===== src/rtl/fft_frame_ctrl.sv =====
// -----------------------------------------------------------------------------
// fft_frame_ctrl
//
// Frame sequencer wrapped around a purely combinational FFT tree. It gathers N
// complex samples from an input valid/ready stream into a frame register,
// holds that frame on the FFT input bus, waits LAT settle cycles for the tree,
// captures the FFT result bus, and streams the N bins out on an output
// valid/ready stream. Only one frame is in flight: load, settle, unload.
//
// Parameters
//   N    samples per frame (power of two, >= 2)
//   W    sample MSB index; input samples are W+1 bits, result bins W+N bits
//   LAT  settle cycles between the last load and result capture (>= 1)
//
// Ports
//   clk, rst_n            clock (rising edge), asynchronous active-low reset
//   in_valid / in_ready   input handshake
//   in_re, in_im          input sample (signed, W+1 bits)
//   in_inv                transform direction, taken with sample 0 only
//   fft_x_re, fft_x_im    frame register to the FFT, sample k at [k*(W+1) +: W+1]
//   fft_inv               direction latched for the current frame
//   fft_X_re, fft_X_im    FFT result bus, bin k at [k*(W+N) +: W+N]
//   out_valid / out_ready output handshake
//   out_re, out_im        result bin (signed, W+N bits, passed through as-is)
//   out_idx               bin index of out_re/out_im
//   out_last              high with bin N-1
//   busy                  high while settling or unloading
// -----------------------------------------------------------------------------
module fft_frame_ctrl #(
   parameter int N   = 4,
   parameter int W   = 15,
   parameter int LAT = 2
) (
   input  logic                 clk,
   input  logic                 rst_n,
   input  logic                 in_valid,
   output logic                 in_ready,
   input  logic [W:0]           in_re,
   input  logic [W:0]           in_im,
   input  logic                 in_inv,
   output logic [N*(W+1)-1:0]   fft_x_re,
   output logic [N*(W+1)-1:0]   fft_x_im,
   output logic                 fft_inv,
   input  logic [N*(W+N)-1:0]   fft_X_re,
   input  logic [N*(W+N)-1:0]   fft_X_im,
   output logic                 out_valid,
   input  logic                 out_ready,
   output logic [W+N-1:0]       out_re,
   output logic [W+N-1:0]       out_im,
   output logic [$clog2(N)-1:0] out_idx,
   output logic                 out_last,
   output logic                 busy
);

   localparam int SW = W + 1;            // input sample width
   localparam int RW = W + N;            // result bin width
   localparam int CW = $clog2(N);        // slot / bin counter width
   localparam int TW = $clog2(LAT + 1);  // settle counter width (holds LAT-1)

   localparam logic [CW-1:0] CNT_LAST  = CW'(N - 1);
   localparam logic [TW-1:0] SCNT_INIT = TW'(LAT - 1);

   typedef enum logic [1:0] {
      ST_LOAD   = 2'd0,
      ST_SETTLE = 2'd1,
      ST_UNLOAD = 2'd2
   } state_t;

   state_t          state_reg;
   logic [CW-1:0]   cnt_reg;
   logic [TW-1:0]   scnt_reg;
   logic            inv_reg;

   logic [SW-1:0]   frame_re_reg [N];
   logic [SW-1:0]   frame_im_reg [N];
   logic [RW-1:0]   res_re_reg   [N];
   logic [RW-1:0]   res_im_reg   [N];

   // --------------------------------------------------------------------------
   // Sequencer. The frame register and inv_reg are only written in LOAD, so
   // the FFT inputs stay frozen from the last accepted sample through SETTLE
   // and the captured result belongs to exactly that frame.
   // --------------------------------------------------------------------------
   always_ff @(posedge clk or negedge rst_n) begin
      if (!rst_n) begin
         state_reg <= ST_LOAD;
         cnt_reg   <= '0;
         scnt_reg  <= '0;
         inv_reg   <= 1'b0;
         for (int k = 0; k < N; k++) begin
            frame_re_reg[k] <= '0;
            frame_im_reg[k] <= '0;
            res_re_reg[k]   <= '0;
            res_im_reg[k]   <= '0;
         end
      end else begin
         case (state_reg)
            ST_LOAD: begin
               // in_ready is 1 throughout LOAD, so in_valid alone is the handshake
               if (in_valid) begin
                  for (int k = 0; k < N; k++) begin
                     if (cnt_reg == CW'(k)) begin
                        frame_re_reg[k] <= in_re;
                        frame_im_reg[k] <= in_im;
                     end
                  end
                  if (cnt_reg == '0) begin
                     inv_reg <= in_inv;
                  end
                  if (cnt_reg == CNT_LAST) begin
                     cnt_reg   <= '0;
                     scnt_reg  <= SCNT_INIT;
                     state_reg <= ST_SETTLE;
                  end else begin
                     cnt_reg <= cnt_reg + 1'b1;
                  end
               end
            end

            ST_SETTLE: begin
               // scnt starts at LAT-1, so capture lands LAT edges after the
               // last load handshake
               if (scnt_reg == '0) begin
                  for (int k = 0; k < N; k++) begin
                     res_re_reg[k] <= fft_X_re[k*RW +: RW];
                     res_im_reg[k] <= fft_X_im[k*RW +: RW];
                  end
                  cnt_reg   <= '0;
                  state_reg <= ST_UNLOAD;
               end else begin
                  scnt_reg <= scnt_reg - 1'b1;
               end
            end

            ST_UNLOAD: begin
               // out_valid is 1 throughout UNLOAD, so out_ready alone is the handshake
               if (out_ready) begin
                  if (cnt_reg == CNT_LAST) begin
                     cnt_reg   <= '0;
                     state_reg <= ST_LOAD;
                  end else begin
                     cnt_reg <= cnt_reg + 1'b1;
                  end
               end
            end

            default: begin
               state_reg <= ST_LOAD;
               cnt_reg   <= '0;
               scnt_reg  <= '0;
            end
         endcase
      end
   end

   // --------------------------------------------------------------------------
   // Frame register onto the flat FFT input bus
   // --------------------------------------------------------------------------
   for (genvar gi = 0; gi < N; gi++) begin : g_frame_bus
      assign fft_x_re[gi*SW +: SW] = frame_re_reg[gi];
      assign fft_x_im[gi*SW +: SW] = frame_im_reg[gi];
   end

   assign fft_inv = inv_reg;

   // --------------------------------------------------------------------------
   // Output decode. Everything below depends only on the state register and
   // cnt_reg, never on in_valid or out_ready, so there is no combinational
   // path through the block. The payload is forced to zero outside UNLOAD,
   // and during a stall cnt_reg does not move, so the payload holds.
   // --------------------------------------------------------------------------
   assign in_ready  = (state_reg == ST_LOAD);
   assign busy      = (state_reg != ST_LOAD);
   assign out_valid = (state_reg == ST_UNLOAD);
   assign out_idx   = out_valid ? cnt_reg : '0;
   assign out_last  = out_valid && (cnt_reg == CNT_LAST);
   assign out_re    = out_valid ? res_re_reg[cnt_reg] : '0;
   assign out_im    = out_valid ? res_im_reg[cnt_reg] : '0;

endmodule


===== config.mk =====
export PLATFORM = sky130hd
export DESIGN_NAME = fft_frame_ctrl
export DESIGN_NICKNAME = d
export VERILOG_FILES = /design/src/rtl/fft_frame_ctrl.sv
export SDC_FILE = /design/constraint.sdc
export NUM_CORES = 1
export LEC_CHECK = 0
export CAP_MARGIN = 0
export CORE_MARGIN = 2
export CORE_UTILIZATION = 45
export CTS_CLUSTER_SIZE = 16
export DETAILED_ROUTE_END_ITERATION = 6
export PLACE_DENSITY_LB_ADDON = 0.12
export RECOVER_POWER = 100
export SLEW_MARGIN = 0
export SYNTH_ARGS = -nofsm -noshare
export SYNTH_HDL_FRONTEND = slang
export SYNTH_SLANG_ARGS = --single-unit

===== constraint.sdc =====
create_clock -name clk -period 4.5 [get_ports clk]
set_input_delay 0.45 -clock clk [delete_from_list [all_inputs] [get_ports clk]]
set_output_delay 0.45 -clock clk [all_outputs]
set_load 0.03 [all_outputs]

# Word level (Yosys, flattened, before mapping)
# Cells that the tools add are included.
# op_classes
eq_ne	11
reduce_logical	13
n_bitwise	2
order_cmp	1
n_addsub	2
muxes	22
# op_table
op	count
$mux 19	6
$bmux 19 s2	2
$mux 2	11
$pmux 2 s3	3
$reduce_and 3->1	5
$eq 2x2->1 const B	3
$logic_not 2->1	3
$ne 2x1->1 const B	3
$ne 2x2->1 const B	3
$reduce_and 5->1	1
$eq 2x1->1 const B	2
$reduce_and 4->1	1
$ge 3x3->1 const B	1
$not 2->3	1
$add 2x1->2 const B	1
$reduce_and 2->1	1
$reduce_bool 2->1	1
$sub 2x1->2 const B	1
$logic_and 1x1->1	1
$not 1->1	1
# totals
inputBits	189
wordCells	71
reg_bits	287
out_inout_bits	173

# Depth between registers and ports, before layout
# Gate-level depths: netlist of the first run.
# logic_depth
ltp_word	5
depth_mapped	8
mapped_depth_nobuf	5

# Least setup slack after synthesis of the first run
# Ideal clock, no wire load.
# synth_path
path_kind	reg2out
start	register state_reg[0]
end	output out_re[10]
n_path_buf	2
setup_slack_ps	2461
t_arrival_ps	1589
required_time_ps	4050
stages_incl_launch_ff	7
cell_sequence	dfrtp_1 buf_2 inv_1 nand2_1 inv_1 clkbuf_1 and2_1
# synth_between
elab_chain_len	2
# synth_rtl
item	line_no	source
from (decl)	69	state_t state_reg;
from (signal assigned)	86	state_reg <= ST_LOAD;
from (signal assigned)	113	state_reg <= ST_SETTLE;
from (signal assigned)	129	state_reg <= ST_UNLOAD;
$eq 2x2->1	174	assign out_valid = (state_reg == ST_UNLOAD);
named net out_valid	46	output logic out_valid,
$mux 19	177	assign out_re = out_valid ? res_re_reg[cnt_reg] : '0;
to (decl)	48	output logic [W+N-1:0] out_re,
# The timed path passes the listed nets, and every way through them passes these cells.

# Worst setup path after layout of the first run
# layout_path
start	register cnt_reg[0]
end	output out_re[3]
# layout_between
elab_chain_len	5
# layout_rtl
item	line_no	source
from (decl)	70	logic [CW-1:0] cnt_reg;
from (signal assigned)	115	cnt_reg <= cnt_reg + 1'b1;
from (signal assigned)	142	cnt_reg <= cnt_reg + 1'b1;
$not 2->3 (implied by the code)	177	
$bmux 19 s2	177	
$mux 19 (implied by the code) (2 in series)	177	
$mux 19	177	
# Every way passes these cells. The select of a mux whose other input is x is not followed.

==> reports/results.ini, run 1 <==
[drt]
ant_nets = 0
wire_per_inst_um = 20.12
route.detailed.drc = 0
routed_wl_um = 30180
vias = 7447
via_per_inst = 4.965
drt_iter0_drc = 311
dr.pass1.iters = 4

[place]
placed_cell_area_mm2 = 0.01666
dp_hpwl_um = 21290
gp_congestion = 0.7855
io_buffers = 361

[floorplanning]
die_w_um = 173.0
die_area_mm2 = 0.02993
io_pins = 362
initial_core_util_pct = 46.02
die_h_um = 173.0
core_mm2 = 0.02793
rows = 61

[power_and_ir_drop]
vdd_drop_max_mv = 0.3019
p_leak_nw = 7.238
cellPowerDensity_mw_per_mm2 = 746.7

[yosys]
postSynth.asyncResetShare_pct = 100.0
seq_area_frac_synth_pct = 55.87
ys_ff_latch = 287
ys_warn_count = 0
synth_top_area_share_pct = 55.87
netlist_top_cells_area = dfrtp_1 (56%), mux2_4 (22%), mux2_2 (8.3%), mux4_2 (6.7%), and2_1 (1.9%)
synth_area_per_cell_um2 = 17.54
synth_ff_type = dfrtp_1
syn-cell-area_mm2 = 0.01285
syn_nets = 927
yosysTopAreaCell = dfrtp_1
synthCells = 733
synth_cell_type_count = 26
synth_edf_count = 0

[final_layout]
layout_common_cells = dfrtp_1 (286), clkdlybuf4s50_1 (202), mux2_1 (176), dlygate4sd3_1 (159), mux2_2 (95)
area_growth_pct = 32.51
nNetsFinal = 1288
layout-drive-gt1-share_pct = 18.52
final_area_mm2 = 0.01703
final_common_cell = dfrtp_1

[timing]
setup_viol = 0
fin_crit_ns = 3.909
grt_setup_unrepaired = no
slew_headroom_pct = -71.05
max_freq_mhz = 255.8
finalCritPeriodShare_pct = 86.87
skew_ns = 0.01803
max_slew.worst_pin.slew_ns = 2.566
fin_setup_tns_ns = 0
slew_viol_final = 240
finalHoldViolCount = 0

[setup_path]
critPathKind = reg -> out
crit_arrival_ns = 3.46
r2r_slack_ns = 0.71
cp-end-kind = primary output
cp_max_fo = 23
required_ns = 4.05
start_kind = flop

[global_route]
grt_pass1_vias = 8043
antenna_found_initial = 4
grt_max_degree = 100
grt_overflow = 0
grt_usage_pct = 20.32
grt_pass1_wl_um = 48280

[clock_network]
post_cts_buffers = 0
htreeDepth = 1
clk_latency_ns = 0.55
clkTransAtPathRegs_ns = 0.07
cts_buffers = 31
clock_sinks = 287
cts_tree = done
root_buffer = clkbuf_16
clk_path_buf_depth = 3

[hold_path]
hp-class = reg -> reg

[outcome]
status = finished, violations left
violations = capacitance limit, slew limit

[run]
max-cap-violations = 3

## layout make-up
cell class	instances	area [µm²]
diodes	4	10.01
clock buffers	47	925.9
clock inverters	10	155.1
fillers	2292	10900
inverters	7	26.28
multi-input cells	391	4542
flip-flops and latches	287	7183
well taps	378	473.0
repair buffers	376	3719
## per-layer routing
metal  up-vias  share of wire [%]  track usage, %
li1       3383                  -               -
met1      3750                 44           27.70
met2       270                 46           32.28
met3        44                6.7           5.387
met4         0                2.5           5.614
met5         -                  0               0
## synth_stat cells, types with 2 or more instances
cell type	number
mux2_4	186
buf_6	17
mux2_2	95
buf_8	8
buf_2	5
nand2_1	4
nand3b_1	2
buf_4	11
mux2i_1	3
nor2_1	3
and3_1	4
inv_1	7
and2_1	39
ha_1	5
mux4_2	38
clkbuf_1	6
o21ai_0	5
dfrtp_1	287
## logic make-up after synthesis
| kind of cell | count (synthesis) | synth area share (%) |
|---|---|---|
| DFF | 287 | 55.87 |
| muxes | 322 | 36.94 |
| buffers and inverters | 55 | 3.669 |
| and+or+nand+nor | 56 | 2.657 |
| AOI/OAI and AO/OA | 8 | 0.3796 |
| adders and majority gates | 5 | 0.4867 |
## timing repair
item / in CTS / in global routing
hold endpoints to repair: 55 / 0
hold buffers: 1 / 0
resized for setup: 0 / 0
## through the flow
stage	hold slack (ns)	setup WS (ns)	utilization [%]	instances	power [mW]
final	0.4757	0.5908	60.98	1500	12.72
after global routing	0.4734	0.3454	60.98	1500	13.42
after CTS	0.4940	0.8658	63.56	1496	13.98
after detailed placement	0.4881	1.458	59.65	1438	11.25
after global placement	0.4820	1.498	59.65	1438	11.15
after floorplan	0.1544	2.461	-	733	8.975
## worst paths after layout
path	from	endpoint	cells after the start
hold / removal	fft_x_im[12]$_DFFE_PN0P_	fft_x_im[12]$_DFFE_PN0P_	1
setup / recovery	cnt_reg[0]$_DFFE_PN0P_	out_re[3]	4
hold reg to reg	fft_x_im[12]$_DFFE_PN0P_	fft_x_im[12]$_DFFE_PN0P_	1
max in group asynchronous	rst_n	res_im_reg[0]$_DFFE_PN0P_	3
setup reg to reg	cnt_reg[0]$_DFFE_PN0P_	fft_inv$_DFFE_PN0P_	5
min in group asynchronous	rst_n	fft_x_im[2]$_DFFE_PN0P_	2
## where the power goes
group          switching, mW  total (mW)  internal, mW
combinational           2.73        5.38          2.65
clock                   1.01        2.65          1.64
sequential             0.786        4.69          3.90
total                   4.52        12.7          8.20
## critical path: stages (launching register included)
cell	delay, ns
dfrtp_1	1.18
buf_12	0.32
mux4_2	0.54
and2_1	0.17
dlygate4sd3_1	0.68
Power figures use the tool's default switching activity.
==> run 2: changes to the inputs <==
--- a/config.mk
+++ b/config.mk
@@ -5,6 +5,7 @@
 export SDC_FILE = /design/constraint.sdc
 export NUM_CORES = 1
 export LEC_CHECK = 0
+export ABC_AREA = 1
 export CAP_MARGIN = 0
 export CORE_MARGIN = 2
 export CORE_UTILIZATION = 45
==> reports/results.ini, run 2 <==
[hold_path]
min_from = fft_X_im[2]
hp-class = in -> reg
worst_hold_path.endpoint = res_im_reg[59]$_DFFE_PN0P_
min_path_cells = 3  ; +2

[yosys]
syn_nets = 1634  ; +76%
synth_edf_count = 0  ; unchanged
synth_top_family_by_area = compound AO/OA/AOI/OAI gates
yosysTopAreaCell = dfrtp_1
seq_area_frac_synth_pct = 57.62  ; +1.8 points
ys_ff_latch = 287  ; unchanged
postSynth.asyncResetShare_pct = 100.0  ; unchanged
synth_simple_gate_area_share_pct = 14.63  ; +12 points
synth_xor_area_share_pct = 0  ; unchanged
synth_cell_type_count = 21  ; -19%
syn-cell-area_mm2 = 0.01246  ; -3.0%
synth_area_per_cell_um2 = 8.655  ; -51%
ys_warn_count = 0  ; unchanged
synthCells = 1440  ; +96%
synth.most_common_cell = nand2_1
synth-compound-area-share_pct = 16.36  ; +16 points
netlist_top_cells_area = dfrtp_1 (58%), o21ai_0 (10%), nand2_1 (8.8%), inv_1 (5.9%), nor2_1 (4.7%)
synth_ff_type = dfrtp_1
synth_fa_ha_area_share_pct = 0.5020  ; +0.015 points
ys_top_cells_by_count = nand2_1 (292), dfrtp_1 (287), o21ai_0 (249)
synth_top_area_share_pct = 57.62  ; +1.8 points
muxShareOfSynthArea_pct = 0  ; -37 points

[floorplanning]
rows = 60  ; -1.6%
initial_core_util_pct = 45.99  ; about the same
core_mm2 = 0.02710  ; -3.0%
die_h_um = 170.4  ; -1.5%
die_w_um = 170.4  ; -1.5%
io_pins = 362  ; unchanged
die_area_mm2 = 0.02904  ; -3.0%

[setup_path]
r2r_start = state_reg[0]$_DFFE_PN0P_
reg2regPathDepth = 3  ; -2
cp-end-kind = primary output
cp_max_fo = 32  ; +39%
r2r_slack_ns = 1.18  ; +0.47 ns
critPathLaunch = cnt_reg[0]$_DFFE_PN0P_
required_ns = 4.05  ; about the same
critPathKind = reg -> out
crit_arrival_ns = 3.34  ; -0.12 ns
start_kind = flop
reg2reg_to = res_re_reg[12]$_DFFE_PN0P_

[drt]
wire_per_inst_um = 15.77  ; -22%
dr.pass1.iters = 4  ; unchanged
via_per_inst = 4.846  ; -2.4%
route.detailed.drc = 0  ; unchanged
vias = 10447  ; +40%
ant_nets = 0  ; unchanged
drt_iter0_drc = 695  ; +120%
routed_wl_um = 34000  ; +13%

[clock_network]
holdBufCountCts = 0  ; -1
post_cts_resized = 0  ; unchanged
htreeDepth = 1  ; unchanged
post_cts_buffers = 0  ; unchanged
clk_latency_ns = 0.54  ; about the same
cts_tree = done
root_buffer = clkbuf_16
cts_buffers = 31  ; unchanged
clock_sinks = 287  ; unchanged
clk_path_buf_depth = 3  ; unchanged
clkTransAtPathRegs_ns = 0.06  ; about the same

[global_route]
grt_pass1_vias = 10051  ; +25%
grt_usage_pct = 23.21  ; +2.9 points
grt_pass1_wl_um = 53490  ; +11%
grt_overflow = 0  ; unchanged
antenna_found_initial = 3  ; -1
grt_max_degree = 120  ; +20%

[timing]
max_freq_mhz = 264.1  ; +3.2%
skew_ns = 0.004997  ; -0.01303 ns
slew_headroom_pct = -105.2  ; -34 points
fin_setup_tns_ns = 0  ; unchanged
slew_viol_final = 343  ; +43%
fin_ws_ns = 0.7135  ; +0.1227 ns
setup_viol = 0  ; unchanged
max_slew.worst_pin.slew_ns = 3.078  ; +0.5124 ns
grt_setup_unrepaired = no
finalCritPeriodShare_pct = 84.14  ; -2.7 points
fin_crit_ns = 3.787  ; -0.1227 ns
finalHoldViolCount = 0  ; unchanged

[final_layout]
area_growth_pct = 36.39
nNetsFinal = 1953  ; +52%
stdcell_count = 2156  ; +44%
layout-drive-gt1-share_pct = 3.762  ; -15 points
fillers = 2392  ; +4.4%
layout_common_cells = o21ai_0 (353), nand2_1 (292), dfrtp_1 (285), inv_1 (197), clkdlybuf4s50_1 (189)
final_common_cell = o21ai_0

[place]
io_buffers = 361  ; unchanged
dp_slack_ns = 1.689  ; +0.2311 ns
dp.cells = 2098  ; +46%
gp_congestion = 0.8552  ; +8.9%
dp_hpwl_um = 23110  ; +8.5%

[power_and_ir_drop]
p_leak_nw = 8.567  ; +18%
vdd_drop_max_mv = 0.3099  ; +2.6%
cellPowerDensity_mw_per_mm2 = 742.6  ; -0.55%

[outcome]
status = finished, violations left
violations = capacitance limit, slew limit

[run]
max-cap-violations = 3  ; unchanged

-- run 2: kinds of logic after synthesis --
kind of cell	count (synthesis)
flip-flops	287
AO/OA/AOI/OAI	400
AND/OR/NAND/NOR	461
buffers and inverters	287
adder cells (fa/ha/maj)	5
-- run 2: worst max path at each step --
stage | endpoint | slack (ns) | cells after the start
final | out_re[3] | 0.71 | 5
after global routing | out_re[6] | 0.50 | 5
after CTS | out_re[17] | 1.11 | 5
after detailed placement | out_re[17] | 1.69 | 5
after global placement | out_im[10] | 1.68 | 6
after floorplan | out_re[11] | 2.48 | 5
-- run 2: area by class of cell --
cell class	count	area, µm²	share of cell area [%]
inverters	198	743.2	4.372
multi-input cells	866	3865	22.74
well taps	372	465.4	2.738
repair buffers	375	3704	21.79
clock buffers	48	919.6	5.410
diodes	3	7.507	0.04416
flip-flops and latches	287	7184	42.26
clock inverters	7	110.1	0.6477
-- run 2: power by group --
| part | internal, mW | switching (mW) |
|---|---|---|
| sequential | 3.85 | 0.666 |
| combinational | 1.97 | 3.59 |
| clock | 1.56 | 0.984 |
| total | 7.38 | 5.24 |
-- run 2: critical path: stages (launching register included) --
cell and delay (ns):
dfrtp_2 0.39, inv_1 0.54, clkbuf_2 0.64, o21ai_0 0.27, a21oi_1 0.18, dlygate4sd3_1 0.76
-- run 2: per-stage QoR --
stage	hold WS (ns)	utilization [%]	total power [mW]	instance area, µm²
after CTS	0.03438	63.13	13.13	17110
after detailed placement	0.4670	59.33	10.53	16080
after global routing	0.4488	62.72	13.56	17000
final	0.4535	62.72	12.62	17000
after global placement	0.4597	59.33	10.41	16080
after floorplan	0.1544	-	8.220	12460
-- run 2: layer usage --
layer  up-vias  track usage, %  share of wire [%]
li1       5159               -                  -
met1      4891           30.26                 42
met2       345           38.11                 48
met3        52           6.140                8.4
met4         0           6.986                2.1
met5         -               0                  0
==> run 3: changes to the inputs <==
--- a/config.mk
+++ b/config.mk
@@ -8,7 +8,7 @@
 export ABC_AREA = 1
 export CAP_MARGIN = 0
 export CORE_MARGIN = 2
-export CORE_UTILIZATION = 45
+export CORE_UTILIZATION = 43
 export CTS_CLUSTER_SIZE = 16
 export DETAILED_ROUTE_END_ITERATION = 6
 export PLACE_DENSITY_LB_ADDON = 0.12
==> constraint.sdc (replaced) <==
create_clock -name clk -period 3.3 [get_ports clk]
set_input_delay 0.33 -clock clk [delete_from_list [all_inputs] [get_ports clk]]
set_output_delay 0.33 -clock clk [all_outputs]
set_load 0.03 [all_outputs]
==> reports/results.ini, run 3 (synthesis results as in run 2) <==
[global_route]
grt_max_degree = 195  ; +63%
grt_usage_pct = 21.77  ; -1.4 points
grt_overflow = 0  ; unchanged
grt_pass1_vias = 10095  ; +0.44%
grt_pass1_wl_um = 53440  ; about the same
antenna_found_initial = 1  ; -2

[timing]
slew_headroom_pct = -19.72  ; +85 points
max_slew.worst_pin.slew_ns = 1.796  ; -1.282 ns
hold_slack_ns = 0.3356  ; -0.1179 ns
slew_viol_final = 417  ; +22%
skew_ns = 0.009665  ; +0.004669 ns
fin_ws_ns = 0.2761  ; -0.4374 ns
finalHoldViolCount = 0  ; unchanged
setup_viol = 0  ; unchanged
grt_setup_unrepaired = no
finalCritPeriodShare_pct = 91.63
fin_crit_ns = 3.024
fin_setup_tns_ns = 0  ; unchanged
max_freq_mhz = 330.7

[clock_network]
clk_path_buf_depth = 3  ; unchanged
clk_latency_ns = 0.54  ; about the same
post_cts_resized = 0  ; unchanged
clkTransAtPathRegs_ns = 0.06  ; about the same
htreeDepth = 1  ; unchanged
clock_sinks = 287  ; unchanged
cts_tree = done
cts_buffers = 30  ; -3.2%
root_buffer = clkbuf_16

[drt]
wire_per_inst_um = 15.24  ; -3.4%
routed_wl_um = 33050  ; -2.8%
route.detailed.drc = 0  ; unchanged
drt_iter0_drc = 637  ; -8.3%
ant_nets = 0  ; unchanged
met2_wirelength_um = 15570  ; -3.6%
top_layer_used = met4
via_per_inst = 4.772  ; -1.5%
wirelength_met1_um = 14110  ; -1.2%
wl_met3_um = 2566  ; -10%
dr.pass1.iters = 7  ; +3
vias = 10345  ; -0.98%

[power_and_ir_drop]
p_sw_mw = 7.081  ; +35%
total_power_mw = 16.72  ; +32%
clkPwrFrac_pct = 18.8  ; -1.4 points
p_leak_nw = 8.401  ; -1.9%
cellPowerDensity_mw_per_mm2 = 997.4  ; +34%
pwr-share-seq_pct = 37.0  ; +1.2 points
vdd_drop_max_mv = 0.4309  ; +39%
netSwitchingFraction_pct = 42.35  ; +0.85 points
p_int_mw = 9.638  ; +31%
power_frac_comb_pct = 44.3  ; +0.2 points

[run]
max-cap-violations = 3  ; unchanged

[place]
gp_congestion = 0.7898  ; -7.6%
dp_hpwl_um = 22710  ; -1.7%
placed_cell_area_mm2 = 0.01605  ; -0.20%
dp.cells = 2113  ; +0.71%
dp_slack_ns = 0.9257  ; -0.7636 ns
io_buffers = 361  ; unchanged

[outcome]
status = finished, violations left
violations = capacitance limit, slew limit

[final_layout]
final_area_mm2 = 0.01676  ; -1.4%
layout_common_cells = o21ai_0 (351), nand2_1 (292), dfrtp_1 (285), inv_1 (196), clkdlybuf4s50_1 (187)
layout-drive-gt1-share_pct = 4.658  ; +0.90 points
nNetsFinal = 1956  ; +0.15%
area_growth_pct = 34.50
stdcell_count = 2168  ; +0.56%
fin_util_pct = 58.56  ; -4.2 points
final_common_cell = o21ai_0

[floorplanning]
rows = 62  ; +3.3%
initial_core_util_pct = 43.54  ; -2.4 points
die_w_um = 174.2  ; +2.2%
core_mm2 = 0.02863  ; +5.6%
die_area_mm2 = 0.03036  ; +4.5%
die_h_um = 174.2  ; +2.2%
io_pins = 362  ; unchanged

[setup_path]
critPathLaunch = cnt_reg[0]$_DFFE_PN0P_
start_kind = flop
critPathKind = reg -> out
reg2regPathDepth = 4  ; +1
crit_arrival_ns = 2.69  ; -0.65 ns
r2r_start = cnt_reg[0]$_DFFE_PN0P_
r2r_slack_ns = 0.46  ; -0.72 ns
required_ns = 2.97  ; -1.08 ns
cp_max_fo = 69  ; +120%
cp-end-kind = primary output

[hold_path]
min_path_cells = 3  ; unchanged
min_from = fft_X_im[29]
hp-class = in -> reg

-- run 3: cell types whose count changed in the layout (fill, tap and decap cells not counted), sizes merged --
cell / previous run / this run
bufinv: 3 / 0
dlygate4sd3: 171 / 136
clkbuf: 57 / 89
diode: 3 / 2
clkinvlp: 0 / 1
buf: 6 / 14
clkdlybuf4s50: 189 / 187
-- run 3: layout make-up --
cell class | instances | area (µm²)
Clock inverter | 5 | 27.53
Clock buffer | 47 | 875.8
Tap cell | 384 | 480.5
Antenna cell | 2 | 5.005
Fill cell | 2581 | 11860
Multi-Input combinational cell | 866 | 3874
Inverter | 198 | 743.2
Sequential cell | 287 | 7184
Timing Repair Buffer | 379 | 3573
-- run 3: worst paths after layout --
kind,end
worst max register to register,fft_x_re[38]$_DFFE_PN0P_
max in group asynchronous,res_re_reg[8]$_DFFE_PN0P_
worst min register to register,fft_x_im[47]$_DFFE_PN0P_
min in group asynchronous,fft_x_im[12]$_DFFE_PN0P_
worst max-delay path,out_im[8]
worst min-delay path,res_im_reg[48]$_DFFE_PN0P_
-- run 3: per-layer routing --
metal	up-vias	GRT usage, %
met5	-	0
met1	4797	29.35
met3	57	4.987
met2	333	35.48
met4	0	5.952
li1	5158	-
-- run 3: worst max-delay path, stage by stage (launching register included) --
cell and delay, ns:
dfrtp_2 0.49, buf_4 0.64, nor2_1 0.11, nor2_1 0.15, o21ai_0 0.14, a21oi_1 0.22, clkbuf_1 0.34
-- run 3: power by group through the flow --
| stage | sequential (mW) | combinational (mW) | clock, mW |
|---|---|---|---|
| floorplan | 7.41 | 3.79 | 0 |
| global placement | 6.20 | 7.87 | 0 |
| detailed placement | 6.25 | 7.99 | 0 |
| CTS | 6.21 | 8.02 | 3.23 |
| global route | 6.41 | 8.22 | 3.38 |
| finish | 6.18 | 7.40 | 3.14 |
-- run 3: repair_timing --
item / CTS / global route
buffers inserted: 0 / 0
hold buffers: 1 / 0
hold endpoints to repair: 106 / 0
